## src/rtl/branch_predictor.sv

```systemverilog
// Dynamic branch direction predictor: direct-mapped table of 2-bit saturating
// counters read in IF, prediction carried into ID, trained by the ID comparator.
module branch_predictor #(
    parameter int unsigned INDEX_W    = 6,
    parameter logic [1:0]  INIT_STATE = 2'b01
) (
    input  logic        clk,
    input  logic        rst,
    input  logic [31:0] pcF,
    output logic        pred_takenF,
    input  logic        stallD,
    input  logic        flushD,
    input  logic        branchD,
    input  logic        takenD,
    output logic        pred_takenD,
    output logic        mispredictD,
    output logic [31:0] branch_cnt,
    output logic [31:0] miss_cnt
);

    localparam int unsigned DEPTH = 1 << INDEX_W;

    logic [1:0]         cnt_tbl [DEPTH];
    logic [INDEX_W-1:0] idxF;
    logic [INDEX_W-1:0] idxD;
    logic               upd;
    logic               unused_pc_bits;

    // Word-aligned fetch index; upper and byte-offset PC bits play no part.
    assign idxF           = pcF[INDEX_W+1:2];
    assign unused_pc_bits = ^{pcF[31:INDEX_W+2], pcF[1:0]};

    // Prediction is the counter MSB; mispredict resolves in the same ID cycle.
    assign pred_takenF = cnt_tbl[idxF][1];
    assign mispredictD = branchD & (pred_takenD != takenD);

    // A stalled branch trains only on the cycle it leaves ID.
    assign upd = branchD & ~stallD;

    // IF/ID prediction register; flush beats stall.
    always_ff @(posedge clk) begin
        if (rst) begin
            pred_takenD <= 1'b0;
            idxD        <= '0;
        end else if (flushD) begin
            pred_takenD <= 1'b0;
            idxD        <= '0;
        end else if (!stallD) begin
            pred_takenD <= pred_takenF;
            idxD        <= idxF;
        end
    end

    // Counter table: reinitialise on reset, otherwise saturating train on update.
    always_ff @(posedge clk) begin
        if (rst) begin
            for (int unsigned i = 0; i < DEPTH; i++) begin
                cnt_tbl[i] <= INIT_STATE;
            end
        end else if (upd) begin
            if (takenD) begin
                if (cnt_tbl[idxD] != 2'b11) begin
                    cnt_tbl[idxD] <= cnt_tbl[idxD] + 2'b01;
                end
            end else begin
                if (cnt_tbl[idxD] != 2'b00) begin
                    cnt_tbl[idxD] <= cnt_tbl[idxD] - 2'b01;
                end
            end
        end
    end

    // Resolved-branch and misprediction statistics, wrapping modulo 2^32.
    always_ff @(posedge clk) begin
        if (rst) begin
            branch_cnt <= 32'd0;
            miss_cnt   <= 32'd0;
        end else if (upd) begin
            branch_cnt <= branch_cnt + 32'd1;
            if (mispredictD) begin
                miss_cnt <= miss_cnt + 32'd1;
            end
        end
    end

endmodule

```

## config.mk

```make
export PLATFORM = sky130hd
export DESIGN_NAME = branch_predictor
export DESIGN_NICKNAME = d
export VERILOG_FILES = /design/src/rtl/branch_predictor.sv
export SDC_FILE = /design/constraint.sdc
export NUM_CORES = 1
export LEC_CHECK = 0
export BUFFER_PORTS_ARGS = -buffer_cell sky130_fd_sc_hd__buf_2
export CELL_PAD_IN_SITES_DETAIL_PLACEMENT = 0
export CELL_PAD_IN_SITES_GLOBAL_PLACEMENT = 1
export CORE_ASPECT_RATIO = 0.6
export CORE_UTILIZATION = 49
export CTS_BUF_LIST = sky130_fd_sc_hd__clkbuf_4
export CTS_CLUSTER_DIAMETER = 80
export DETAILED_ROUTE_END_ITERATION = 8
export PLACE_DENSITY = 0.91
export SLEW_MARGIN = 25
export SYNTH_ARGS = -nofsm -noshare
export SYNTH_HDL_FRONTEND = slang
export SYNTH_SLANG_ARGS = --single-unit
export TNS_END_PERCENT = 10
```

## constraint.sdc

```tcl
create_clock -name clk -period 6.5 [get_ports clk]
set_input_delay 1.625 -clock clk [delete_from_list [all_inputs] [get_ports clk]]
set_output_delay 1.625 -clock clk [all_outputs]
set_load 0.02 [all_outputs]
```

==> metrics, run 1 <==
ratio of cells with drive above 1 in the final layout 0.319; Hold Path Class reg -> reg; design area 11700 µm²; DP Area 11100 µm²; skew final 0.0416 ns; Pleak 3.80 nW; total clock sinks 205; Synth Area per Inst 11.5 µm²; DRT iter0 DRCs 1143; Synth area leader edfxtp_1; routed length per instance 22.0 µm; Post-Synthesis Cells 921; routed via count 8180; first-pass GRT wire length 44.1 mm; element type at the critical path end primary output; global route overflow 0; H-tree lvl count 2; gpl congestion 0.924; worst hold margin 0.507 ns; starting density of the core 0.502; post-CTS setup buffer count 0; fmax 179 MHz; worst-path maximum fanout 17; Port Buffers 78; total global-route track usage 0.264; post-synthesis sequential area ratio 0.509; minimum clock period after layout 5.58 ns; final slew viol count 0; setup ws final 0.924 ns; clk_lat worst skew 0.66 ns; CTS Buffer Depth 3; met1 usage 0.403; post-route ant nets 0; Post-Syn Nets 961; # setup viols final 0; Place WS 0.925 ns; YS warnings 0; dpl cells 1199; Crit Path Category in -> out; Critical Path AT 3.95 ns; Final Cycle Share 0.858; vias in the first global route 7718; Maximum Capacitance Violations 0; status completed; most frequent cells in the layout edfxtp_1, nor2_1, nand3_1, buf_2; RSZ-0062 raised after global routing no; Final Hold Viols 0; die extent in y 116 µm; non-filler instance count after layout 1290; Die Width 192 µm; Synth area leaders edfxtp_1, dfxtp_1, mux4_2, a31o_2, nand3_1; Area Growth Syn to Fin 10.6%; fraction of registers with async set/reset 0; mapped cell area 10600 µm²; Total Wirelength 28.4 mm; worst slew pin tran 0.925 ns; commonest non-fill, non-tap cell in the layout edfxtp_1; pin count of the biggest net entering global routing 95; initial antenna violation count 0; Worst Setup Start Kind input port; PD cells 241 nW/µm²; setup TNS 0 ns; Final Util 0.555; clock buffer count from CTS 48; Slew headroom 0.382; flops & latches, synth 205; Reg clk slew, reported paths 0.06 ns; # DRC 0; I/O pin total 105; core area 21100 µm²; placed wire-length estimate 19.8 mm; predominant post-synthesis flop cell edfxtp_1; total power 2.83 mW; CTS root buf clkbuf_4; grt met3 use 0.123; Nets 1010; Critical Path RT 4.88 ns; number of flops mapped to enable cells by yosys 128; First-pass DRT Iterations 5; # resized after CTS 0; CTS Hold Bufs 0; vias per std cell 6.34; Max VDD drop 0.000140 V; CTS tree done; gr busiest metal met1; share of the synthesized area in the top cell type 0.363; Netlist cell types 53; grt met2 use 0.329; Die Footprint 22200 µm²; Core Rows 41
[cell families (layout without fill, tap and decap cells)]
| group | after synthesis | after routing | synth area share |
|---|---|---|---|
| AND/OR/NAND/NOR | 389 | 389 | 0.193 |
| flip-flops | 205 | 205 | 0.509 |
| buffers and inverters | 104 | 192 | 0.0467 |
| AO/OA/AOI/OAI | 90 | 90 | 0.0713 |
| multiplexers | 68 | 68 | 0.126 |
| XOR/XNOR | 63 | 63 | 0.0521 |
| adder cells (fa/ha/maj) | 2 | 2 | 0.00236 |
| other | 0 | 2 | 0 |
[sequential cells by signal, summed over array words and instances, names as in the netlist, named ones only]
register	count
cnt_tbl	128
branch_cnt	32
miss_cnt	32
idxD	6
pred_takenD	1
[per-layer routing]
layer,wire (µm),share of wire,up-vias
li1,-,-,3653
met1,12700,0.45,3968
met2,10800,0.38,522
met3,4670,0.16,37
met4,281,0.0099,0
met5,0,0,-
[critical path: stages]
cell and delay (ns):
buf_2 0.45, mux4_2 0.61, mux4_2 0.49, mux4_2 0.56, buf_2 0.20
[Yosys cell counts (all sizes together) (12+ instances only)]
cell    instances
a31o           64
buf            36
clkbuf         61
dfxtp          77
edfxtp        128
mux4           51
nand2          42
nand3          95
nand4          12
nor2          103
nor3           16
nor4           79
xnor2          23
xor2           40
[report_power, final]
group | internal (mW) | total [mW] | switching (mW)
logic | 0.0946 | 0.310 | 0.216
registers | 1.40 | 1.42 | 0.0237
clock network | 0.571 | 1.10 | 0.526
[final cells by class]
type / count / area, µm²
diodes: 2 / 5.00
clock buffers: 76 / 571
clock inverters: 13 / 77.6
fillers: 1762 / 9370
inverters: 7 / 26.3
multi-input cells: 612 / 4750
flip-flops and latches: 205 / 5390
well taps: 279 / 349
repair buffers: 96 / 541
[final timing paths]
check                                                 from                            to  slack, ns  cells after the start
worst max-delay path                                pcF[2]                   pred_takenF       0.92                      5
worst min-delay path            branch_cnt[1]$_SDFFE_PP0P_    branch_cnt[1]$_SDFFE_PP0P_       0.51                      2
worst max register to register                   flip-flop  cnt_tbl[59][1]$_SDFFCE_PN0P_       1.88                      8
worst min register to register  branch_cnt[1]$_SDFFE_PP0P_    branch_cnt[1]$_SDFFE_PP0P_       0.51                      2
Power figures use the tool's default switching activity.
==> run 2, diff against run 1 <==
CORE_UTILIZATION = 53   (was 49)
PLACE_DENSITY = 0.95   (was 0.91)
clock period = 6.9 ns   (was 6.5 ns; I/O delays follow)
==> run 2 against run 1 <==
Cell area shrank 0.83%. Setup slack better by 0.17 ns. Clock power decreased by 13%. First-iteration DRC count down 10%. Via count is 0.78% higher. Sequential share of layout area rose by 0.39 points. Count of clock-buffer cells in the layout fell by 7. Sequential power fell by 6%. Critical endpoint unchanged. Highest routed layer unchanged.
==> metrics, run 2 (same netlist as run 1, synthesis figures left out) <==
status completed (unchanged); total clock sinks 205 (unchanged); gpl congestion 0.912 (was 0.924); core area 19300 µm² (was 21100 µm²); Hold Path Class reg -> reg (unchanged); Core Rows 39 (was 41); First-pass DRT Iterations 5 (unchanged); worst slew pin tran 1.06 ns (was 0.925 ns); # DRC 0 (unchanged); largest registers cnt_tbl x128, branch_cnt x32, miss_cnt x32 (unchanged); Critical Path Start pcF[2] (unchanged); routed via count 8244 (was 8180); vias per std cell 6.50 (was 6.34); Multi-input gate area 4770 µm² (was 4750 µm²); Maximum Capacitance Violations 0 (unchanged); Area Growth Syn to Fin 9.67% (was 10.6%); fmax 172 MHz; setup TNS 0 ns (unchanged); CTS Hold Bufs 0 (unchanged); total global-route track usage 0.283 (was 0.264); RSZ-0062 raised after global routing no (unchanged); Slew headroom 0.287 (was 0.382); starting density of the core 0.549 (was 0.502); post-route ant nets 0 (unchanged); initial antenna violation count 1 (was 0); # setup viols final 0 (unchanged); pin count of the biggest net entering global routing 129 (was 95); total power 2.58 mW (was 2.83 mW); Final Hold Viols 0 (unchanged); Port Buffers 78 (unchanged); Max VDD drop 0.000189 V (was 0.000140 V); Crit Path Category in -> out (unchanged); final slew viol count 0 (unchanged); first-pass GRT wire length 44.0 mm (was 44.1 mm); PD cells 223 nW/µm² (was 241 nW/µm²); post-CTS setup buffer count 0 (unchanged); Critical Path End pred_takenF (unchanged); CTS root buf clkbuf_4 (unchanged); # resized after CTS 0 (unchanged); most frequent cells in the layout edfxtp_1, nor2_1, nand3_1, buf_2, dfxtp_1 (was edfxtp_1, nor2_1, nand3_1, buf_2); H-tree lvl count 2 (unchanged); placed wire-length estimate 19.5 mm (was 19.8 mm); reg2reg setup slack 1.97 ns (was 1.88 ns); Largest register FFs 128 (unchanged); element type at the critical path end primary output (unchanged); Die Width 184 µm (was 192 µm); skew final 0.0425 ns (was 0.0416 ns); fillcell total 1594 (was 1762); commonest non-fill, non-tap cell in the layout edfxtp_1 (unchanged); global route overflow 0 (unchanged); Total Wirelength 28.7 mm (was 28.4 mm); Pleak 3.74 nW (was 3.80 nW); Critical Path RT 5.18 ns (was 4.88 ns); clock buffer count from CTS 47 (was 48); Place WS 1.13 ns (was 0.925 ns); Worst Reg-to-Reg Cells 8 (unchanged); Final Cycle Share 0.841; CTS Buffer Depth 3 (unchanged); Critical Path AT 4.08 ns (was 3.95 ns); FF-to-FF End cnt_tbl[11][1]$_SDFFCE_PN0P_ (was cnt_tbl[59][1]$_SDFFCE_PN0P_); minimum clock period after layout 5.80 ns; worst-path maximum fanout 17 (unchanged); clk_lat worst skew 0.63 ns (was 0.66 ns); Worst Setup Start Kind input port (unchanged); Die Footprint 20600 µm² (was 22200 µm²); I/O pin total 105 (unchanged); Reg clk slew, reported paths 0.07 ns (was 0.06 ns); routed length per instance 22.6 µm (was 22.0 µm); Reg area 5390 µm² (unchanged); setup ws final 1.10 ns (was 0.924 ns); Largest Register cnt_tbl (unchanged); DRT iter0 DRCs 1028 (was 1143); CTS tree done (unchanged); vias in the first global route 7497 (was 7718); Nets 1005 (was 1010); ratio of cells with drive above 1 in the final layout 0.312 (was 0.319); die extent in y 111 µm (was 116 µm)
## run 2: how the worst min path moves through the flow
stage                                start                          end  slack (ns)  depth (start not counted)
2_1_floorplan   branch_cnt[1]$_SDFFE_PP0P_   branch_cnt[1]$_SDFFE_PP0P_        0.56                          2
3_3_place_gp   branch_cnt[31]$_SDFFE_PP0P_  branch_cnt[31]$_SDFFE_PP0P_        0.49                          2
3_5_place_dp   branch_cnt[31]$_SDFFE_PP0P_  branch_cnt[31]$_SDFFE_PP0P_        0.50                          2
4_1_cts         branch_cnt[1]$_SDFFE_PP0P_   branch_cnt[1]$_SDFFE_PP0P_        0.52                          2
5_1_grt         branch_cnt[1]$_SDFFE_PP0P_   branch_cnt[1]$_SDFFE_PP0P_        0.54                          2
6_report       branch_cnt[31]$_SDFFE_PP0P_  branch_cnt[31]$_SDFFE_PP0P_        0.51                          2
## run 2: worst max-delay path, cell delays in order
cell and delay [ns]:
buf_2 0.45, mux4_2 0.62, mux4_2 0.48, mux4_2 0.59, buf_2 0.20
## run 2: through the flow
stage | cells | hold slack, ns | utilization | cell area (µm²)
finish | 1269 | 0.513 | 0.602 | 11600
global route | 1269 | 0.542 | 0.602 | 11600
CTS | 1268 | 0.516 | 0.602 | 11600
detailed placement | 1182 | 0.500 | 0.572 | 11000
global placement | 1182 | 0.492 | 0.571 | 11000
floorplan | 921 | 0.561 | - | 10600
## run 2: layout make-up
cell class	count	area share
Clock buffer	69	0.0446
Inverter	7	0.00226
Multi-Input combinational cell	612	0.411
Timing Repair Buffer	92	0.0440
Sequential cell	205	0.464
Clock inverter	17	0.00593
Antenna cell	1	0.000215
Tap cell	266	0.0287
## run 2: where the power goes
group          internal (mW)  total [mW]  leakage (nW)  switching (mW)
sequential              1.32        1.34          1.72          0.0218
combinational         0.0858       0.291          1.67           0.205
clock                  0.462       0.957         0.353           0.496
total                   1.86        2.58          3.74           0.722
## run 2: per-layer routing
metal  GRT usage  vias to the layer above  wire, µm
met5           0                        -         0
met4      0.0628                        0       404
met3       0.133                       54      4780
met2       0.330                      541     10800
met1       0.455                     3989     12700
li1            -                     3660         -
==> run 3, diff against run 2 <==
ABC_AREA = 1   (was not set)
CORE_UTILIZATION = 41   (was 53)
PLACE_DENSITY = 0.87   (was 0.95)
clock period = 5.1 ns   (was 6.9 ns; I/O delays follow)
==> run 3 against run 2 <==
Wire length is 17% higher. Highest routed layer unchanged. Cell area rose by 4.5%. First-iteration DRC count increased by 13%. Count of clock-buffer cells in the layout up 5. Register-to-register slack lost 0.52 ns. Flip-flop and latch count stayed put. Sequential power grew 34%. Total power grew 39%.
==> metrics, run 3 <==
compound-cell area share of the yosys netlist 0.0700 (was 0.0713); post-route ant nets 0 (unchanged); Netlist cell types 36 (was 53); CTS tree done (unchanged); DP Area 11500 µm² (was 11000 µm²); power share of the combinational group 0.105 (was 0.113); Post-Syn Nets 1479 (was 961); # DRC 0 (unchanged); hold path depth 2 (unchanged); Largest Register cnt_tbl (unchanged); sequential share of power 0.501 (was 0.517); pin count of the biggest net entering global routing 65 (was 129); CTS root buf clkbuf_4 (unchanged); status completed (unchanged); Sw Ratio 0.283 (was 0.279); reg2reg setup slack 1.45 ns (was 1.97 ns); Min-Delay Endpoint miss_cnt[28]$_SDFFE_PP0P_ (was branch_cnt[31]$_SDFFE_PP0P_); predominant post-synthesis flop cell edfxtp_1 (unchanged); post-CTS setup buffer count 0 (unchanged); Max VDD drop 0.000140 V (was 0.000189 V); worst slew pin tran 0.867 ns (was 1.06 ns); Worst Reg-to-Reg Cells 15 (was 8); DRT iter0 DRCs 1164 (was 1028); I/O pin total 105 (unchanged); XOR/XNOR share of the synthesized area 0.0152 (was 0.0521); routed length per instance 17.6 µm (was 22.6 µm); most common cell in the netlist nand2_1 (was edfxtp_1); Synth area leaders edfxtp_1, dfxtp_1, nand2_1, nand3_1, nor2_1 (was edfxtp_1, dfxtp_1, mux4_2, a31o_2, nand3_1); final slew viol count 0 (unchanged); Worst Setup Start Kind input port (unchanged); simple-gate share of the synthesized area 0.351 (was 0.193); Largest register FFs 128 (unchanged); largest family of logic cells by synthesized area simple AND/OR/NAND/NOR gates (unchanged); total power 3.60 mW (was 2.58 mW); RSZ-0062 raised after global routing no (unchanged); Slew headroom 0.421 (was 0.287); Port Buffers 78 (unchanged); mapped cell area 10900 µm² (was 10600 µm²); clock buffer count from CTS 50 (was 47); core area 25700 µm² (was 19300 µm²); total global-route track usage 0.248 (was 0.283); starting density of the core 0.425 (was 0.549); # resized after CTS 0 (unchanged); hold path startpoint miss_cnt[28]$_SDFFE_PP0P_ (was branch_cnt[31]$_SDFFE_PP0P_); Net Switching 1.02 mW (was 722 µW); vias per std cell 5.41 (was 6.50); Die Width 213 µm (was 184 µm); Core Rows 45 (was 39); internal power 2.58 mW (was 1.86 mW); commonest non-fill, non-tap cell in the layout nand2_1 (was edfxtp_1); Final Hold Viols 0 (unchanged); CTS Hold Bufs 0 (unchanged); ratio of cells with drive above 1 in the final layout 0.121 (was 0.312); PD cells 296 nW/µm² (was 223 nW/µm²); First-pass DRT Iterations 6 (was 5); initial antenna violation count 2 (was 1); Reg clk slew, reported paths 0.06 ns (was 0.07 ns); first-pass GRT wire length 51.6 mm (was 44.0 mm); fraction of registers with async set/reset 0 (unchanged); total clock sinks 205 (unchanged); number of flops mapped to enable cells by yosys 128 (unchanged); routed via count 10300 (was 8244); Hold Path Class reg -> reg (unchanged); fillcell total 2580 (was 1594); mux share of post-synthesis cell area 0 (was 0.126); worst-path maximum fanout 17 (unchanged); skew final 0.0469 ns (was 0.0425 ns); Post-Synthesis Cells 1439 (was 921); Final Util 0.472 (was 0.602); Area Growth Syn to Fin 11.0% (was 9.67%); minimum clock period after layout 4.45 ns; Crit Path Category in -> out (unchanged); largest registers cnt_tbl x128, branch_cnt x32, miss_cnt x32 (unchanged); element type at the critical path end primary output (unchanged); placed wire-length estimate 21.8 mm (was 19.5 mm); Synth area leader edfxtp_1 (unchanged); Nets 1547 (was 1005); Die Footprint 27300 µm² (was 20600 µm²); YS warnings 0 (unchanged); gpl congestion 0.961 (was 0.912); # setup viols final 0 (unchanged); Critical Path AT 3.18 ns (was 4.08 ns); post-synthesis sequential area ratio 0.493 (was 0.509); fmax 225 MHz; global route overflow 0 (unchanged); Synth top cells by count nand2_1, nor2_1, nand3_1 (was edfxtp_1, nor2_1, nand3_1); FF-to-FF End cnt_tbl[53][0]$_SDFFCE_PN1P_ (was cnt_tbl[11][1]$_SDFFCE_PN0P_); Pleak 4.52 nW (was 3.74 nW); Critical Path RT 3.83 ns (was 5.18 ns); Maximum Capacitance Violations 0 (unchanged); vias in the first global route 9306 (was 7497); Synth Area per Inst 7.60 µm² (was 11.5 µm²); H-tree lvl count 2 (unchanged); power share of the clock group 0.395 (was 0.370); Final Cycle Share 0.873; CTS Buffer Depth 3 (unchanged); design area 12100 µm² (was 11600 µm²); most frequent cells in the layout nand2_1, nor2_1, nand3_1, edfxtp_1, inv_1 (was edfxtp_1, nor2_1, nand3_1, buf_2, dfxtp_1); Total Wirelength 33.5 mm (was 28.7 mm); die extent in y 128 µm (was 111 µm); setup TNS 0 ns (unchanged); share of the synthesized area in the top cell type 0.352 (was 0.363); Post-Synth Adder-Cell Area 0.00229 (was 0.00236); flops & latches, synth 205 (unchanged); clk_lat worst skew 0.71 ns (was 0.63 ns)
run 3: routing by layer:
metal	share of wire	wire length, µm	GRT usage
met1	0.48	16000	0.387
met5	0	0	0
met2	0.39	13200	0.327
met3	0.11	3700	0.0583
met4	0.019	631	0.0817
run 3: kinds of logic after synthesis:
group	count (synthesis)
flops	205
xor+xnor	19
compound gates	141
simple gates	908
buf+inv	164
fa+ha+maj	2
run 3: power groups by stage:
stage	Sequential (mW)	Combinational, mW	Clock (mW)
3_5_place_dp	1.84	0.368	0
6_report	1.80	0.376	1.42
5_1_grt	1.80	0.405	1.53
4_1_cts	1.80	0.369	1.44
2_1_floorplan	1.83	0.254	0
3_3_place_gp	1.84	0.362	0
run 3: through the flow:
step | instances | hold slack [ns] | worst slack (ns)
final | 1899 | 0.485 | 0.649
after global routing | 1899 | 0.528 | 0.559
after global placement | 1807 | 0.464 | 0.761
after CTS | 1898 | 0.489 | 0.756
after detailed placement | 1807 | 0.477 | 0.765
after floorplan | 1439 | 0.547 | 1.50
run 3: worst max-delay path, stage by stage:
cell	delay [ns]
buf_2	0.10
inv_1	0.55
o21ai_0	0.19
o22ai_1	0.43
o211ai_1	0.14
o211ai_1	0.10
nand3_1	0.11
nand2_1	0.11
buf_2	0.17
run 3: layout make-up:
| class | count | area (µm²) | area share |
|---|---|---|---|
| Multi-Input combinational cell | 1070 | 4800 | 0.396 |
| Sequential cell | 205 | 5390 | 0.444 |
| Inverter | 86 | 323 | 0.0266 |
| Tap cell | 352 | 440 | 0.0363 |
| Clock inverter | 17 | 92.6 | 0.00763 |
| Antenna cell | 1 | 2.50 | 0.000206 |
| Clock buffer | 74 | 556 | 0.0458 |
| Timing Repair Buffer | 94 | 536 | 0.0441 |
run 3: how the worst max path moves through the flow:
stage	startpoint	endpoint	slack, ns	cells past startpoint
finish	pcF[3]	pred_takenF	0.65	9
global route	pcF[3]	pred_takenF	0.56	11
global placement	pcF[3]	pred_takenF	0.76	11
floorplan	pcF[2]	pred_takenF	1.50	10
CTS	pcF[3]	pred_takenF	0.76	11
detailed placement	pcF[3]	pred_takenF	0.76	11
